File: src/rtl/mux_scan_seq_if.sv
// Scan-sequencer bus: request/capture inputs, mux-tree select/sample pair and the packed-word handshake.
// master = sequencer side, slave = requester / mux tree / consumer side.
interface mux_scan_seq_if #(
   parameter int SEL_W = 9,
   parameter int OUT_W = 8
);
   logic             START;
   logic [SEL_W-1:0] FIRST;
   logic [SEL_W:0]   COUNT;
   logic [SEL_W-1:0] SEL;
   logic             Z;
   logic             BUSY;
   logic [OUT_W-1:0] DOUT;
   logic             DVALID;
   logic             DREADY;
   logic             DONE;

   modport master (
      input  START, FIRST, COUNT, Z, DREADY,
      output SEL, BUSY, DOUT, DVALID, DONE
   );

   modport slave (
      output START, FIRST, COUNT, Z, DREADY,
      input  SEL, BUSY, DOUT, DVALID, DONE
   );
endinterface

File: src/rtl/mux_scan_seq.sv
// Steps a mux tree select over a wrapping index range, samples Z after SETTLE+1 cycles per index,
// and packs samples LSB-first into OUT_W-bit words held on DOUT/DVALID until DREADY.
module mux_scan_seq #(
   parameter int SEL_W  = 9,
   parameter int SETTLE = 1,
   parameter int OUT_W  = 8
) (
   input  logic          CLK,
   input  logic          RST,
   mux_scan_seq_if.master io
);
   localparam int PW = $clog2(OUT_W + 1);
   localparam int SW = (SETTLE < 1) ? 1 : $clog2(SETTLE + 1);

   localparam logic [1:0] S_IDLE = 2'd0;
   localparam logic [1:0] S_SCAN = 2'd1;
   localparam logic [1:0] S_EMIT = 2'd2;
   localparam logic [1:0] S_FIN  = 2'd3;

   localparam logic [SW-1:0]    SETTLE_LD = SW'(SETTLE);
   localparam logic [SW-1:0]    SETTLE_1  = SW'(1);
   localparam logic [PW-1:0]    IDX_1     = PW'(1);
   localparam logic [PW-1:0]    IDX_LAST  = PW'(OUT_W - 1);
   localparam logic [SEL_W:0]   REM_1     = (SEL_W + 1)'(1);
   localparam logic [SEL_W-1:0] SEL_1     = SEL_W'(1);

   logic [1:0]       state;
   logic [SEL_W-1:0] sel;
   logic [SW-1:0]    settle_cnt;
   logic [PW-1:0]    pack_idx;
   logic [SEL_W:0]   remaining;
   logic [OUT_W-1:0] pack;

   logic word_full;
   logic last_sample;

   assign word_full   = (pack_idx == IDX_LAST);
   assign last_sample = (remaining == REM_1);

   always_ff @(posedge CLK or posedge RST) begin
      if (RST) begin
         state      <= S_IDLE;
         sel        <= '0;
         settle_cnt <= '0;
         pack_idx   <= '0;
         remaining  <= '0;
         pack       <= '0;
      end else begin
         case (state)
            S_IDLE: begin
               if (io.START) begin
                  remaining  <= io.COUNT;
                  settle_cnt <= SETTLE_LD;
                  pack_idx   <= '0;
                  pack       <= '0;
                  // An empty scan leaves SEL untouched and spends one BUSY cycle before FIN.
                  if (io.COUNT != '0)
                     sel <= io.FIRST;
                  state <= S_SCAN;
               end
            end
            S_SCAN: begin
               if (remaining == '0) begin
                  state <= S_FIN;
               end else if (settle_cnt != '0) begin
                  settle_cnt <= settle_cnt - SETTLE_1;
               end else begin
                  pack       <= pack | (OUT_W'(io.Z) << pack_idx);
                  pack_idx   <= pack_idx + IDX_1;
                  remaining  <= remaining - REM_1;
                  sel        <= sel + SEL_1;
                  settle_cnt <= SETTLE_LD;
                  if (word_full || last_sample)
                     state <= S_EMIT;
               end
            end
            S_EMIT: begin
               if (io.DREADY) begin
                  pack       <= '0;
                  pack_idx   <= '0;
                  settle_cnt <= SETTLE_LD;
                  state      <= (remaining != '0) ? S_SCAN : S_FIN;
               end
            end
            S_FIN: begin
               state <= S_IDLE;
            end
            default: begin
               state <= S_IDLE;
            end
         endcase
      end
   end

   assign io.SEL    = sel;
   assign io.BUSY   = (state == S_SCAN) || (state == S_EMIT);
   assign io.DVALID = (state == S_EMIT);
   assign io.DOUT   = (state == S_EMIT) ? pack : '0;
   assign io.DONE   = (state == S_FIN);
endmodule

File: src/flat_wrapper.sv
// flat-port wrapper written by rule: the top's interface ports become plain ports
module mux_scan_seq_flat 
#(
   parameter int SEL_W  = 9,
   parameter int SETTLE = 1,
   parameter int OUT_W  = 8
)
  (CLK, RST, io_START, io_FIRST, io_COUNT, io_Z, io_DREADY, io_SEL, io_BUSY, io_DOUT, io_DVALID, io_DONE);
  mux_scan_seq_if #(.SEL_W(SEL_W), .OUT_W(OUT_W)) io_i ();
  input  logic CLK;
  input  logic RST;
  input wire logic [$bits(io_i.START)-1:0] io_START;
  input wire logic [$bits(io_i.FIRST)-1:0] io_FIRST;
  input wire logic [$bits(io_i.COUNT)-1:0] io_COUNT;
  input wire logic [$bits(io_i.Z)-1:0] io_Z;
  input wire logic [$bits(io_i.DREADY)-1:0] io_DREADY;
  output wire logic [$bits(io_i.SEL)-1:0] io_SEL;
  output wire logic [$bits(io_i.BUSY)-1:0] io_BUSY;
  output wire logic [$bits(io_i.DOUT)-1:0] io_DOUT;
  output wire logic [$bits(io_i.DVALID)-1:0] io_DVALID;
  output wire logic [$bits(io_i.DONE)-1:0] io_DONE;
  assign io_i.START = io_START;
  assign io_i.FIRST = io_FIRST;
  assign io_i.COUNT = io_COUNT;
  assign io_i.Z = io_Z;
  assign io_i.DREADY = io_DREADY;
  assign io_SEL = io_i.SEL;
  assign io_BUSY = io_i.BUSY;
  assign io_DOUT = io_i.DOUT;
  assign io_DVALID = io_i.DVALID;
  assign io_DONE = io_i.DONE;
  mux_scan_seq #(.SEL_W(SEL_W), .SETTLE(SETTLE), .OUT_W(OUT_W)) u_core (.CLK(CLK), .RST(RST), .io(io_i));
endmodule
File: config.mk
export PLATFORM = sky130hd
export DESIGN_NAME = mux_scan_seq_flat
export DESIGN_NICKNAME = d
export VERILOG_FILES = /design/src/rtl/mux_scan_seq_if.sv /design/src/rtl/mux_scan_seq.sv /design/src/flat_wrapper.sv
export SDC_FILE = /design/constraint.sdc
export NUM_CORES = 1
export LEC_CHECK = 0
export ABC_AREA = 1
export CAP_MARGIN = 20
export CORE_UTILIZATION = 53
export DETAILED_ROUTE_END_ITERATION = 10
export PLACE_DENSITY = 0.8
export REMOVE_ABC_BUFFERS = 1
export SLEW_MARGIN = 20
export SYNTH_ARGS = -nofsm -noshare
export SYNTH_HDL_FRONTEND = slang
export SYNTH_SLANG_ARGS = --single-unit
File: constraint.sdc
create_clock -name CLK -period 2 [get_ports CLK]
set_input_delay 0.4 -clock CLK [delete_from_list [all_inputs] [get_ports CLK]]
set_output_delay 0.4 -clock CLK [all_outputs]
set_load 0.02 [all_outputs]
# Yosys cells after proc, flatten, opt, wreduce, memory -nomap -nowiden
# Cells that the tools add are included.
[totals]
output_inout_bits = 20
word_cells = 69
regBits = 34
inputBits = 24
[classes]
n_eq_ne = 12
reduce_logical = 13
n_shift = 1
n_mux = 32
bitwise = 1
add_sub_neg = 4
[op_table]
columns = ["operator", "count"]
rows = [
  ["8-bit two-way mux", 5],
  ["9-bit two-way mux", 4],
  ["10-bit two-way mux", 3],
  ["8-bit one-hot mux with 3 select lines", 1],
  ["10-bit one-hot mux with 2 select lines", 1],
  ["10-bit nonzero test", 2],
  ["9-bit one-hot mux with 2 select lines", 1],
  ["4-bit two-way mux", 4],
  ["2-bit two-way mux", 6],
  ["4-bit one-hot mux with 3 select lines", 1],
  ["4-bit AND reduction", 3],
  ["10-bit by 1-bit equality test with 1-bit output, second input constant", 1],
  ["10-bit zero test", 1],
  ["5-bit AND reduction", 2],
  ["10-bit by 1-bit subtractor with 10-bit output, second input constant", 1],
  ["9-bit by 1-bit adder with 9-bit output, second input constant", 1],
  ["2-bit != test, second input constant", 4],
  ["8-bit bitwise OR", 1],
  ["2-bit one-hot mux with 4 select lines", 1],
  ["1-bit by 4-bit << shifter with 8-bit output", 1],
  ["4-bit by 1-bit adder with 4-bit output, second input constant", 1],
  ["2-bit equality test, second input constant", 2],
  ["4-bit by 3-bit equality test with 1-bit output, second input constant", 1],
  ["1-bit two-way mux", 4],
  ["10 further kinds", 11],
]

# Longest topological paths before layout
# Gate-level depths: netlist of the first run.
[logic_depth]
depth_word = 6
depth_mapped = 12
mapped_depth_nobuf = 11

# Worst setup path before layout of the first run
# OpenSTA, ideal clock, no wires.
[synth_timing]
kind = "reg-to-output"
from = "register u_core.state[0]"
to = "output port io_DOUT[0]"
n_path_buf = 1
required_time_ns = 1.600
path_stages_with_launch = 6
slack_ns = 0.286
arrival_ns = 1.314
cell_sequence = "dfrtp_1 > inv_1 > ha_1 > clkbuf_1 > nand2_1 > inv_1"
[synth_between]
elab_chain_len = 2
[synth_rtl]
columns = ["element", "line_no", "source"]
rows = [
  ["start, declared", "mux_scan_seq.sv:27", "logic [1:0] state;"],
  ["start signal, assigned", "mux_scan_seq.sv:82", "state <= (remaining != '0) ? S_SCAN : S_FIN;"],
  ["2-bit equality test", "--", ""],
  ["net io_DVALID", "flat_wrapper.sv:20", "output wire logic [$bits(io_i.DVALID)-1:0] io_DVALID;"],
  ["8-bit two-way mux", "mux_scan_seq.sv:98", "assign io.DOUT = (state == S_EMIT) ? pack : '0;"],
  ["end, declared", "flat_wrapper.sv:19", "output wire logic [$bits(io_i.DOUT)-1:0] io_DOUT;"],
]
# The timed path passes the listed nets, and every way through them passes these cells.

# Worst setup path after layout of the first run
[layout_timing]
from = "register u_core.state[0]"
to = "register u_core.pack[1]"
[layout_between]
elab_chain_len = 3
word_cells_on_any_way = 10
cone_classes = "6 x eq/ne; 1 x mux; 3 x reduce/logical"
[layout_rtl]
columns = ["element", "line_no", "source"]
rows = [
  ["2-bit by 1-bit equality test with 1-bit output (tied with other cells)", "mux_scan_seq.sv:49", "case (state)"],
  ["2-bit != test (no line) or 3-bit nonzero test (tied branches)", "--", ""],
  ["5-bit AND reduction (no line)", "--", ""],
  ["end signal, assigned", "mux_scan_seq.sv:68", "pack <= pack | (OUT_W'(io.Z) << pack_idx);"],
  ["end, declared", "mux_scan_seq.sv:32", "logic [OUT_W-1:0] pack;"],
]
# Parallel ways exist; a longest one is shown, timed or not.
# A chain may end at the register's enable or synchronous reset.

==> results of run 1 <==
registers in the layout (all words and copies together), names as in the netlist:
signal	cells
u_core.settle_cnt	1
u_core.remaining	10
u_core.pack	8
u_core.pack_idx	4
u_core.state	2
u_core.io.SEL	9
synthesized netlist by cell type:
master / instances / area (um2)
nor2_1: 24 / 90.1
inv_4: 1 / 6.26
o21ai_1: 9 / 45.0
xnor2_1: 1 / 8.76
nor2_2: 3 / 18.8
or2_1: 1 / 6.26
nand2_2: 2 / 12.5
o21ai_0: 7 / 35.0
o21bai_1: 4 / 30.0
nand2_4: 1 / 11.3
nand3_2: 1 / 10.0
nor3_1: 4 / 20.0
xor2_1: 1 / 8.76
dfrtp_1: 34 / 851
a21o_1: 1 / 7.51
nand2_1: 140 / 526
clkbuf_1: 7 / 26.3
a21oi_2: 1 / 8.76
nor2_8: 1 / 20.0
o21ai_2: 10 / 87.6
a21oi_1: 7 / 35.0
or2_2: 3 / 18.8
nand3b_1: 1 / 7.51
nand4_1: 7 / 43.8
buf_4: 1 / 7.51
inv_1: 50 / 188
nor2_4: 2 / 22.5
inv_2: 3 / 11.3
buf_6: 3 / 33.8
ha_1: 10 / 125
nand3_1: 28 / 140
area by class of cell:
class                   instances  area share [%]
flip-flops and latches         34            27.0
clock inverters                 1           0.953
clock buffers                   7            2.42
inverters                      54            6.51
well taps                      52            2.07
multi-input cells             269            43.1
repair buffers                 60            17.9
layer usage:
metal / GRT usage, % / vias to the layer above
met4: 8.89 / 0
met5: 0 / -
met3: 3.61 / 5
met1: 34.3 / 1103
li1: - / 1261
met2: 40.3 / 58
cell families after synthesis:
family	count (synthesis)	share of synthesized area [%]
XOR/XNOR	2	0.712
AND/OR/NAND/NOR	218	38.5
buffers and inverters	65	11.1
AO/OA/AOI/OAI	39	10.1
adder cells (fa/ha/maj)	10	5.08
flip-flops	34	34.6
power groups by stage:
stage                     Combinational (mW)  Clock, mW  Sequential (mW)
after floorplan                         1.88          0             1.29
after CTS                               2.87      0.622             1.25
after global placement                  2.79          0             1.24
after detailed placement                2.86          0             1.25
final                                   3.17      0.611             1.25
after global routing                    3.52      0.647             1.29
per-stage QoR:
step | utilization, % | power [mW] | hold WS (ns) | worst slack [ns] | TNS [ns]
final | 71.4 | 5.03 | 0.503 | 0.141 | 0
after global placement | 67.2 | 4.03 | 0.480 | 0.0124 | 0
after detailed placement | 67.2 | 4.12 | 0.487 | -0.00518 | -0.00518
after global routing | 71.4 | 5.46 | 0.538 | 0.00324 | 0
after CTS | 69.6 | 4.74 | 0.506 | 0.0109 | 0
after floorplan | - | 3.18 | 0.465 | -0.277 | -3.56
worst max-delay path by stage:
stage	cells past startpoint	start	slack, ns	end
finish	12	u_core.state[0]	0.14	u_core.pack[1]
global route	12	u_core.state[0]	0.003	u_core.pack[7]
CTS	9	u_core.state[1]	0.01	u_core.io.SEL[7]
detailed placement	5	u_core.state[0]	-0.005	io_DOUT[1]
global placement	4	u_core.state[1]	0.01	io_DOUT[1]
floorplan	9	u_core.state[1]	-0.28	u_core.io.SEL[7]
repair_timing:
| item | 4_1_cts | 5_1_grt |
|---|---|---|
| setup buffers | 0 | 7 |
| cloned | 0 | 0 |
| resized for setup | 13 | 4 |
| setup endpoints to repair | 10 | 20 |
| pin swaps | 0 | 2 |
tightest hold or removal path, cell delays in order, from the launching register on:
cell	delay, ns
dfrtp_1	0.36
nand2_1	0.06
nand2_1	0.06
==> results by group, run 1 <==
Clocking
  • Root buf cell: clkbuf_8
  • CTS Hold Bufs: 0
  • Clk buf depth: 2
  • CTS tree: done
  • H-tree Lvls: 2
  • Clk slew on worst S/H paths: 0.07 ns
  • Clock sinks: 34
  • CTS Buf Count: 5
  • Skew-Pair Late Insertion Delay: 0.28 ns

Timing
  • FMAX: 0.538 GHz
  • Final setup fails: 0
  • Slew @ Worst Pin: 0.447 ns
  • Crit share post-route: 92.9%
  • RSZ-0062 raised after global routing: no
  • Final Hold Vio Count: 0
  • Worst-case clock skew: 0.00373 ns
  • Slew Viols, Final: 0
  • Max-slew headroom: 70.2%
  • Final min period: 1.86 ns

Power and ir drop
  • Int Power: 2.62 mW
  • Pwr per Cell Area: 1600 nW/um2
  • Combinational power share: 63.0%
  • Switching Fraction: 48.0%
  • Net Switching: 2.42 mW
  • Part of the power in the clock network: 12.1%
  • P_leak: 1.70 nW
  • Peak supply drop: 1110 uV
  • Sequential Power Share: 24.9%

Setup path
  • FF-to-FF Start: u_core.state[0]
  • Worst reg2reg path depth: 12
  • Cell class contributing the biggest share of worst-path delay: simple AND/OR/NAND/NOR gates
  • Worst Path Buf+Inv: 4
  • R2R Path End: u_core.pack[1]
  • Kind of critical path: flop to flop
  • CP max FO: 12
  • Crit start category: flop
  • R2r setup slk: 0.14 ns
  • Crit-path cells: inv_1 > buf_4 > ha_1 > inv_2 > or2_1 > o21ai_2 > nor2_1 > nand2_2 > nor2_2 > buf_4 > nand2_1 > o21ai_1
  • CP peak stage delay: 0.34 ns
  • Worst Path Required: 2.20 ns
  • Crit. End Element: flop
  • Slowest-stage cell, CP: dfrtp_1
  • Crit-path most repeated cell: buf_4
  • Critical Path AT: 2.06 ns

Yosys
  • Number of synthesized register bits: 34
  • Post-synthesis cell count: 368
  • Synth warn: 0
  • Post-synthesis sequential area ratio: 34.6%
  • Distinct cells, synth: 31
  • Avg Inst Size Synth: 6.69 um2
  • Mapped cell area: 2460 um2

Finish
  • N_diodes: 0
  • Most frequent cells in the layout: 140 x nand2_1, 50 x inv_1, 33 x dfrtp_1
  • Final net count: 458
  • Commonest non-fill, non-tap cell in the layout: nand2_1
  • Final Non-Filler Cells: 477
  • Fill cells: 356
  • Multi-input gate area: 1360 um2
  • Post-route cell area: 3150 um2
  • Area Growth Syn to Fin: 27.9%
  • Area occupied by registers: 852 um2
  • Share of layout cells above drive strength 1: 12.9%

Route
  • Drt drc: 0
  • DR WL met2: 2780 um
  • Final WL: 5820 um
  • Drt via density: 5.09
  • Antenna-violating nets left: 0
  • DRT met1 WL: 2730 um
  • Vias: 2427
  • Routed len/inst: 12.2 um
  • Drt first-iter violations: 240
  • Met3 routed WL: 261 um
  • Drt pass-1 iters: 4
  • Highest Signal Layer: met4

Placement
  • DP Cell Count: 462
  • I/O Buffers: 43
  • Placed cell area: 2970 um2
  • DP HPWL: 4220 um
  • Gp weighted congestion: 0.869

Global routing
  • Vias in the first global route: 2221
  • First-pass GRT wire length: 9900 um
  • Grt total ovfl: 0
  • Total track usage: 25.0%
  • Largest net degree at the start of global routing: 35
  • Initial antenna violation count: 0

Min path
  • Hold Path Depth: 2
  • HP Start: u_core.pack[4]
  • Tightest Hold Check Type: flop to flop
  • Worst Hold Path EP: u_core.pack[4]

Run status
  • Status: complete, no violations

Floorplan
  • Core region area: 4410 um2
  • Area of the die: 4920 um2
  • Site Rows: 24
  • Ports: 44
  • Initial Util: 55.8%
  • Die width: 70.2 um
  • Chip height: 70.2 um

Flow run
  • Max Cap Viol: 0
No activity file was read; power rests on OpenSTA's default activity.
==> run 2, diff against run 1 <==
--- a/config.mk
+++ b/config.mk
@@ -7,9 +7,11 @@
 export LEC_CHECK = 0
 export ABC_AREA = 1
 export CAP_MARGIN = 20
-export CORE_UTILIZATION = 53
+export CORE_MARGIN = 3
+export CORE_UTILIZATION = 55
+export CTS_BUF_LIST = sky130_fd_sc_hd__clkbuf_8
 export DETAILED_ROUTE_END_ITERATION = 10
-export PLACE_DENSITY = 0.8
+export PLACE_DENSITY = 0.83
 export REMOVE_ABC_BUFFERS = 1
 export SLEW_MARGIN = 20
 export SYNTH_ARGS = -nofsm -noshare
==> results by group, run 2 (synthesized netlist as in run 1, its figures left out) <==
Power and ir drop
  • Peak supply drop: 1160 uV
  • P_leak: 1.68 nW
  • Net Switching: 2.38 mW
  • Switching Fraction: 49.4%
  • Combinational power share: 63.6%
  • Int Power: 2.44 mW
  • Part of the power in the clock network: 10.4%
  • Sequential Power Share: 26.0%
  • Pwr per Cell Area: 1560 nW/um2

Timing
  • Slew @ Worst Pin: 0.444 ns
  • Final Hold Vio Count: 0
  • Max-slew headroom: 70.4%
  • Worst-case clock skew: 0.00472 ns
  • RSZ-0062 raised after global routing: no
  • Crit share post-route: 93.2%
  • Final WS setup: 0.136 ns
  • Final setup fails: 0
  • Slew Viols, Final: 0
  • FMAX: 0.536 GHz
  • Final min period: 1.86 ns
  • Worst hold margin: 0.514 ns

Finish
  • Area Growth Syn to Fin: 25.6%
  • Largest register by flop count: u_core.remaining
  • Largest register FFs: 10
  • Share of layout cells above drive strength 1: 11.7%
  • Post-route cell area: 3090 um2
  • Most frequent cells in the layout: 140 x nand2_1, 50 x inv_1, 33 x dfrtp_1
  • Util after Layout: 74.6%
  • Multi-input gate area: 1350 um2
  • Final net count: 453
  • Final Non-Filler Cells: 468
  • Area occupied by registers: 852 um2
  • Commonest non-fill, non-tap cell in the layout: nand2_1
  • Fill cells: 340
  • N_diodes: 0

Placement
  • Gp weighted congestion: 0.841
  • I/O Buffers: 43
  • DP Cell Count: 458
  • Worst slack at placement: 0.00210 ns
  • Placed cell area: 2970 um2
  • DP HPWL: 4450 um

Route
  • Final WL: 5930 um
  • Drt first-iter violations: 226
  • Drt pass-1 iters: 5
  • Drt via density: 5.24
  • Drt drc: 0
  • Vias: 2451
  • Routed len/inst: 12.7 um
  • Antenna-violating nets left: 0

Floorplan
  • Area of the die: 5320 um2
  • Chip height: 72.9 um
  • Initial Util: 59.4%
  • Ports: 44
  • Die width: 72.9 um
  • Site Rows: 23
  • Core region area: 4140 um2

Setup path
  • FF-to-FF Start: u_core.state[1]
  • Worst Path Required: 2.17 ns
  • CP max FO: 20
  • R2R Path End: u_core.pack_idx[0]
  • Critical Path AT: 2.04 ns
  • R2r setup slk: 0.14 ns
  • Crit start category: flop
  • Crit. End Element: flop
  • Kind of critical path: flop to flop
  • Worst reg2reg path depth: 12

Run status
  • Status: complete, no violations

Clocking
  • Root buf cell: clkbuf_8
  • CTS tree: done
  • CTS Buf Count: 5
  • CTS Hold Bufs: 0
  • H-tree Lvls: 2
  • Clk buf depth: 2
  • Clock sinks: 34
  • Skew-Pair Late Insertion Delay: 0.28 ns
  • Clk slew on worst S/H paths: 0.06 ns

Global routing
  • Grt total ovfl: 0
  • Vias in the first global route: 2358
  • Largest net degree at the start of global routing: 35
  • First-pass GRT wire length: 10300 um
  • Initial antenna violation count: 0
  • Total track usage: 24.5%

Min path
  • Tightest Hold Check Type: primary input to async pin

Flow run
  • Max Cap Viol: 0
run 2: cell count changes in the layout (fill, tap and decap cells not counted):
cell       change
or2_4          +1
o21ai_1        +1
clkbuf_8       +1
buf_6          -1
buf_4          -5
clkbuf_1       -2
or2_1          -1
buf_12         +1
ha_2           -1
ha_1           +1
o21ai_2        -1
bufinv_16      -1
run 2: layout make-up:
type                       instances  area share (%)
clock buffer                       6            2.67
inverter                          54            6.64
multi-input combinational        269            43.8
sequential                        34            27.6
tap                               50            2.02
timing repair buffer              55            17.3
run 2: worst max-delay path: stages (launching register included):
cell     delay (ns)
dfrtp_2        0.42
inv_1          0.11
ha_1           0.22
inv_2          0.10
or2_4          0.14
o21ai_1        0.08
nor2_1         0.12
nand2_2        0.08
nor2_2         0.13
buf_12         0.17
inv_4          0.06
nand2_1        0.06
nand2_1        0.06
run 2: per-stage QoR:
stage	power [mW]	TNS (ns)
2_1_floorplan	3.18	-3.56
3_3_place_gp	4.10	0
3_5_place_dp	4.22	0
4_1_cts	4.73	-0.238
5_1_grt	5.27	0
6_report	4.82	0
run 2: power by group through the flow:
stage / sequential, mW / combinational (mW) / clock (mW)
after floorplan: 1.29 / 1.88 / 0
final: 1.26 / 3.07 / 0.502
after global routing: 1.30 / 3.43 / 0.543
after detailed placement: 1.25 / 2.96 / 0
after global placement: 1.24 / 2.86 / 0
after CTS: 1.24 / 2.97 / 0.516
run 2: worst max path at each step:
| stage | depth (start not counted) | slack [ns] | startpoint | end |
|---|---|---|---|---|
| CTS | 10 | -0.05 | u_core.state[1] | u_core.io.SEL[0] |
| finish | 12 | 0.14 | u_core.state[1] | u_core.pack_idx[0] |
| global route | 12 | 0.003 | u_core.state[1] | u_core.pack_idx[1] |
| detailed placement | 5 | 0.002 | u_core.state[0] | io_DOUT[7] |
| global placement | 5 | 0.07 | u_core.state[0] | io_DOUT[6] |
| floorplan | 9 | -0.28 | u_core.state[1] | u_core.io.SEL[7] |
run 2: layer usage:
layer | global-route usage (%) | vias up | share of wire [%]
met5 | 0 | - | 0
met4 | 8.20 | 0 | 1.4
met3 | 4.41 | 9 | 4.4
met2 | 41.9 | 56 | 49
met1 | 31.3 | 1145 | 45
li1 | - | 1241 | -
run 2: timing repair:
| item | 4_1_cts | 5_1_grt |
|---|---|---|
| buffers inserted | 0 | 4 |
| pin swaps | 0 | 1 |
| resized for setup | 12 | 3 |
| setup endpoints to repair | 10 | 20 |
==> run 3, diff against run 2 <==
--- a/config.mk
+++ b/config.mk
@@ -7,11 +7,13 @@
 export LEC_CHECK = 0
 export ABC_AREA = 1
 export CAP_MARGIN = 20
+export CELL_PAD_IN_SITES_DETAIL_PLACEMENT = 0
+export CELL_PAD_IN_SITES_GLOBAL_PLACEMENT = 1
 export CORE_MARGIN = 3
-export CORE_UTILIZATION = 55
+export CORE_UTILIZATION = 38
 export CTS_BUF_LIST = sky130_fd_sc_hd__clkbuf_8
 export DETAILED_ROUTE_END_ITERATION = 10
-export PLACE_DENSITY = 0.83
+export PLACE_DENSITY = 0.82
 export REMOVE_ABC_BUFFERS = 1
 export SLEW_MARGIN = 20
 export SYNTH_ARGS = -nofsm -noshare
==> results by group, run 3 (synthesized netlist as in run 1, its figures left out) <==
Setup path
  • Slowest-stage cell, CP: dfrtp_1
  • Kind of critical path: flop to output pin
  • CP max FO: 9
  • Crit-path cells: inv_1 > ha_1 > buf_4 > nand2_1 > inv_1 > dlygate4sd2_1
  • Critical Path AT: 1.50 ns
  • Crit. End Element: output pin
  • Crit start category: flop
  • CP peak stage delay: 0.38 ns
  • R2r setup slk: 0.17 ns
  • Cell class contributing the biggest share of worst-path delay: buffers and inverters
  • Worst Path Buf+Inv: 4
  • Crit-path most repeated cell: inv_1
  • Worst Path Required: 1.60 ns

Floorplan
  • Die width: 86.5 um
  • Area of the die: 7480 um2
  • Initial Util: 40.4%
  • Site Rows: 28
  • Ports: 44
  • Core region area: 6100 um2
  • Chip height: 86.5 um

Finish
  • Share of layout cells above drive strength 1: 12.5%
  • N_diodes: 0
  • Most frequent cells in the layout: 140 x nand2_1, 51 x inv_1, 34 x dfrtp_1
  • Commonest non-fill, non-tap cell in the layout: nand2_1
  • Util after Layout: 51.8%
  • Largest register FFs: 10
  • Final net count: 458
  • Final Non-Filler Cells: 500
  • Area Growth Syn to Fin: 28.2%
  • Largest register by flop count: u_core.remaining

Clocking
  • CTS tree: done
  • CTS Buf Count: 5
  • Clock sinks: 34
  • H-tree Lvls: 2
  • Clk buf depth: 2
  • Skew-Pair Late Insertion Delay: 0.28 ns
  • CTS Hold Bufs: 0
  • Root buf cell: clkbuf_8
  • Clk slew on worst S/H paths: 0.07 ns

Route
  • Drt drc: 0
  • Vias: 2336
  • Final WL: 5940 um
  • Antenna-violating nets left: 0
  • Drt first-iter violations: 72
  • Drt pass-1 iters: 4
  • Routed len/inst: 11.9 um
  • Drt via density: 4.67

Placement
  • DP HPWL: 4440 um
  • Worst slack at placement: 0.0833 ns
  • Gp weighted congestion: 0.797
  • I/O Buffers: 43
  • DP Cell Count: 486

Global routing
  • Initial antenna violation count: 0
  • Largest net degree at the start of global routing: 35
  • First-pass GRT wire length: 9990 um
  • Total track usage: 16.8%
  • Grt total ovfl: 0
  • Vias in the first global route: 2130

Timing
  • Slew Viols, Final: 0
  • RSZ-0062 raised after global routing: no
  • Final setup fails: 0
  • Final min period: 1.90 ns
  • Final WS setup: 0.0985 ns
  • Slew @ Worst Pin: 0.459 ns
  • Worst hold margin: 0.516 ns
  • Final Hold Vio Count: 0
  • FMAX: 0.526 GHz
  • Crit share post-route: 95.1%
  • Setup TNS after final layout: 0 ns
  • Worst-case clock skew: 0.00412 ns
  • Max-slew headroom: 69.4%

Power and ir drop
  • Net Switching: 2.37 mW
  • Pwr per Cell Area: 1540 nW/um2
  • Int Power: 2.50 mW
  • Part of the power in the clock network: 10.8%
  • Combinational power share: 63.7%
  • Peak supply drop: 824 uV
  • Switching Fraction: 48.6%
  • Sequential Power Share: 25.5%
  • P_leak: 1.68 nW

Run status
  • Status: complete, no violations

Flow run
  • Max Cap Viol: 0

Min path
  • Tightest Hold Check Type: flop to flop
## run 3: cell count changes in the layout (fill, tap and decap cells not counted), sizes merged
cell,delta
clkbuf,+1
buf,+5
dlygate4sd2,-7
clkinv,+1
clkdlybuf4s15,+6
inv,+1
## run 3: power by group through the flow
stage / clock network (mW) / logic [mW] / registers [mW]
2_1_floorplan: 0 / 1.88 / 1.29
3_3_place_gp: 0 / 2.92 / 1.24
3_5_place_dp: 0 / 2.92 / 1.25
4_1_cts: 0.552 / 2.91 / 1.24
5_1_grt: 0.582 / 3.48 / 1.29
6_report: 0.523 / 3.10 / 1.24
## run 3: worst reg2reg max path, cell delays in order (launching register included)
cell and delay, ns:
dfrtp_1 0.34, inv_1 0.05, buf_4 0.13, ha_1 0.20
inv_2 0.09, or2_1 0.14, o21ai_1 0.11, nor2_1 0.12
nand2_2 0.08, nor2_2 0.13, buf_12 0.17, inv_4 0.06
nand2_1 0.05, nand2_1 0.05
## run 3: through the flow
step / area (um2) / total power [mW]
5_1_grt: 3160 / 5.35
6_report: 3160 / 4.86
4_1_cts: 3090 / 4.70
3_3_place_gp: 3010 / 4.17
3_5_place_dp: 3010 / 4.17
2_1_floorplan: 2390 / 3.18
## run 3: repair_timing
action	CTS	global route
gates resized for setup	10	9
setup endpoints to repair	10	18
gates cloned	0	0
setup buffers	0	6
pin swaps	0	2
## run 3: cell type report
class                           count  area (um2)
Timing Repair Buffer               60         577
Clock inverter                      2        8.76
Tap cell                           75        93.8
Sequential cell                    34         851
Clock buffer                        6        82.6
Multi-Input combinational cell    269        1340
Fill cell                         634        2940
Inverter                           54         205
## run 3: layer usage
metal	GRT usage, %	up-vias	share of wire (%)
li1	-	1253	-
met1	24.3	1047	53
met2	25.7	32	43
met3	2.85	4	3.0
met4	4.67	0	1.1
met5	0	-	0
## run 3: path summary, 6_finish.rpt
check / from / endpoint / cells after the start
min reg2reg: u_core.pack[6] / u_core.pack[6] / 2
max: u_core.state[0] / io_DOUT[3] / 6
min in group asynchronous: RST / u_core.io.SEL[7] / 3
max reg2reg: u_core.state[0] / u_core.pack_idx[1] / 13
max in group asynchronous: RST / u_core.remaining[3] / 3
min: u_core.pack[6] / u_core.pack[6] / 2
==> RTL change: new RTL, config.mk and constraints of run 1 <==
`OUT_W` is set to 8 in 3 places; all go to 4.
--- a/src/rtl/mux_scan_seq_if.sv
+++ b/src/rtl/mux_scan_seq_if.sv
@@ -4,3 +4,3 @@
    parameter int SEL_W = 9,
-   parameter int OUT_W = 8
+   parameter int OUT_W = 4
 );
--- a/src/rtl/mux_scan_seq.sv
+++ b/src/rtl/mux_scan_seq.sv
@@ -5,3 +5,3 @@
    parameter int SETTLE = 1,
-   parameter int OUT_W  = 8
+   parameter int OUT_W  = 4
 ) (
--- a/src/flat_wrapper.sv
+++ b/src/flat_wrapper.sv
@@ -5,3 +5,3 @@
    parameter int SETTLE = 1,
-   parameter int OUT_W  = 8
+   parameter int OUT_W  = 4
 )
Ports: changed (resized io_DOUT); port bits go from 44 to 40. The function was not compared with the original's and may differ.
==> RTL change against run 1 <==
  * Power decreased by 17%
  * Sequential cell count decreased by 5
  * Via count decreased by 12%
  * Hold slack got worse by 0.0045 ns
  * Wire length decreased by 14%
  * Sequential share of layout area increased by 0.39 points
  * Design area decreased by 16%
  * Synthesized area decreased by 15%
  * Final cell count decreased by 14%
  * Worst setup slack got worse by 0.092 ns
==> RTL change: results (changes against run 1) <==
- Setup WS pre-CTS: 0.0476 ns (+0.0528 ns)
- Status: finished, final reports clean
- Worst Setup EP: io_DONE
- Top cells by count, synth: nand2_1, inv_1, dfrtp_1
- Met3 Resource Use GR: 4.05% (+0.44 points)
- # fillers: 331 (-7.0%)
- Post-Synth Adder-Cell Area: 6.54% (+1.5 points)
- Met1 Wirelength: 2190 microns (-20%)
- Relative slew margins: 74.5% (+4.3 points)
- Unique masters post-synth: 26 (-16%)
- IO buf count: 39 (-9.3%)
- Post-route insts no fill: 412 (-14%)
- Area grow syn2layout: 25.8%
- Final Skew: 0.00278 ns (-0.000954 ns)
- Layout cells sized above 1: 10.7% (-2.2 points)
- Detail Route met2 WL: 2500 microns (-10%)
- R2R cell count: 11 (-1)
- Maximum fanout along the worst path: 4 (-8)
- Final wirelength: 5000 microns (-14%)
- Reg2reg start: u_core.state[1]
- Top cells by area, synth: dfrtp_1, nand2_1, ha_1, inv_1, nand3_1
- Post-detail-place hpwl: 3520 microns (-17%)
- Gpl congestion: 0.878 (+0.99%)
- Placed inst area: 2570 sq um (-13%)
- First-pass GRT wire length: 8330 microns (-16%)
- Hold WC Path Type: input pin to asynchronous set/reset pin
- Gr usage total: 25.4% (+0.46 points)
- Largest net degree at the start of global routing: 30 (-14%)
- Initial DRC Count: 112 (-53%)
- Worst Path Arrival: 1.55 ns (-0.51 ns)
- Nets: 400 (-13%)
- Post-synthesis compound-gate area fraction: 8.15% (-2.0 points)
- Synth Area in XOR/XNOR: 0.416% (-0.29 points)
==> RTL change: final cells by class <==
class / instances / share of cell area (%)
flip-flops and latches: 29 / 27.4
well taps: 48 / 2.27
multi-input cells: 243 / 44.6
repair buffers: 47 / 17.4
clock inverters: 1 / 0.189
clock buffers: 5 / 2.60
inverters: 39 / 5.53
==> RTL change: worst max-delay path: cells and delay by family (launching register included) <==
kind	cells	cell delay, ns
buffers and inverters	2	0.69
DFF	1	0.38
adders and majority gates	1	0.20
==> RTL change: repair_timing <==
item / in CTS / in global routing
hold endpoints to repair: 0 / 0
setup endpoints to repair: 6 / 16
gates resized for setup: 7 / 3
==> RTL change: power breakdown <==
part / total [mW] / internal, mW / switching [mW]
Sequential: 1.14 / 0.858 / 0.282
Clock: 0.443 / 0.228 / 0.215
Combinational: 2.60 / 0.989 / 1.61
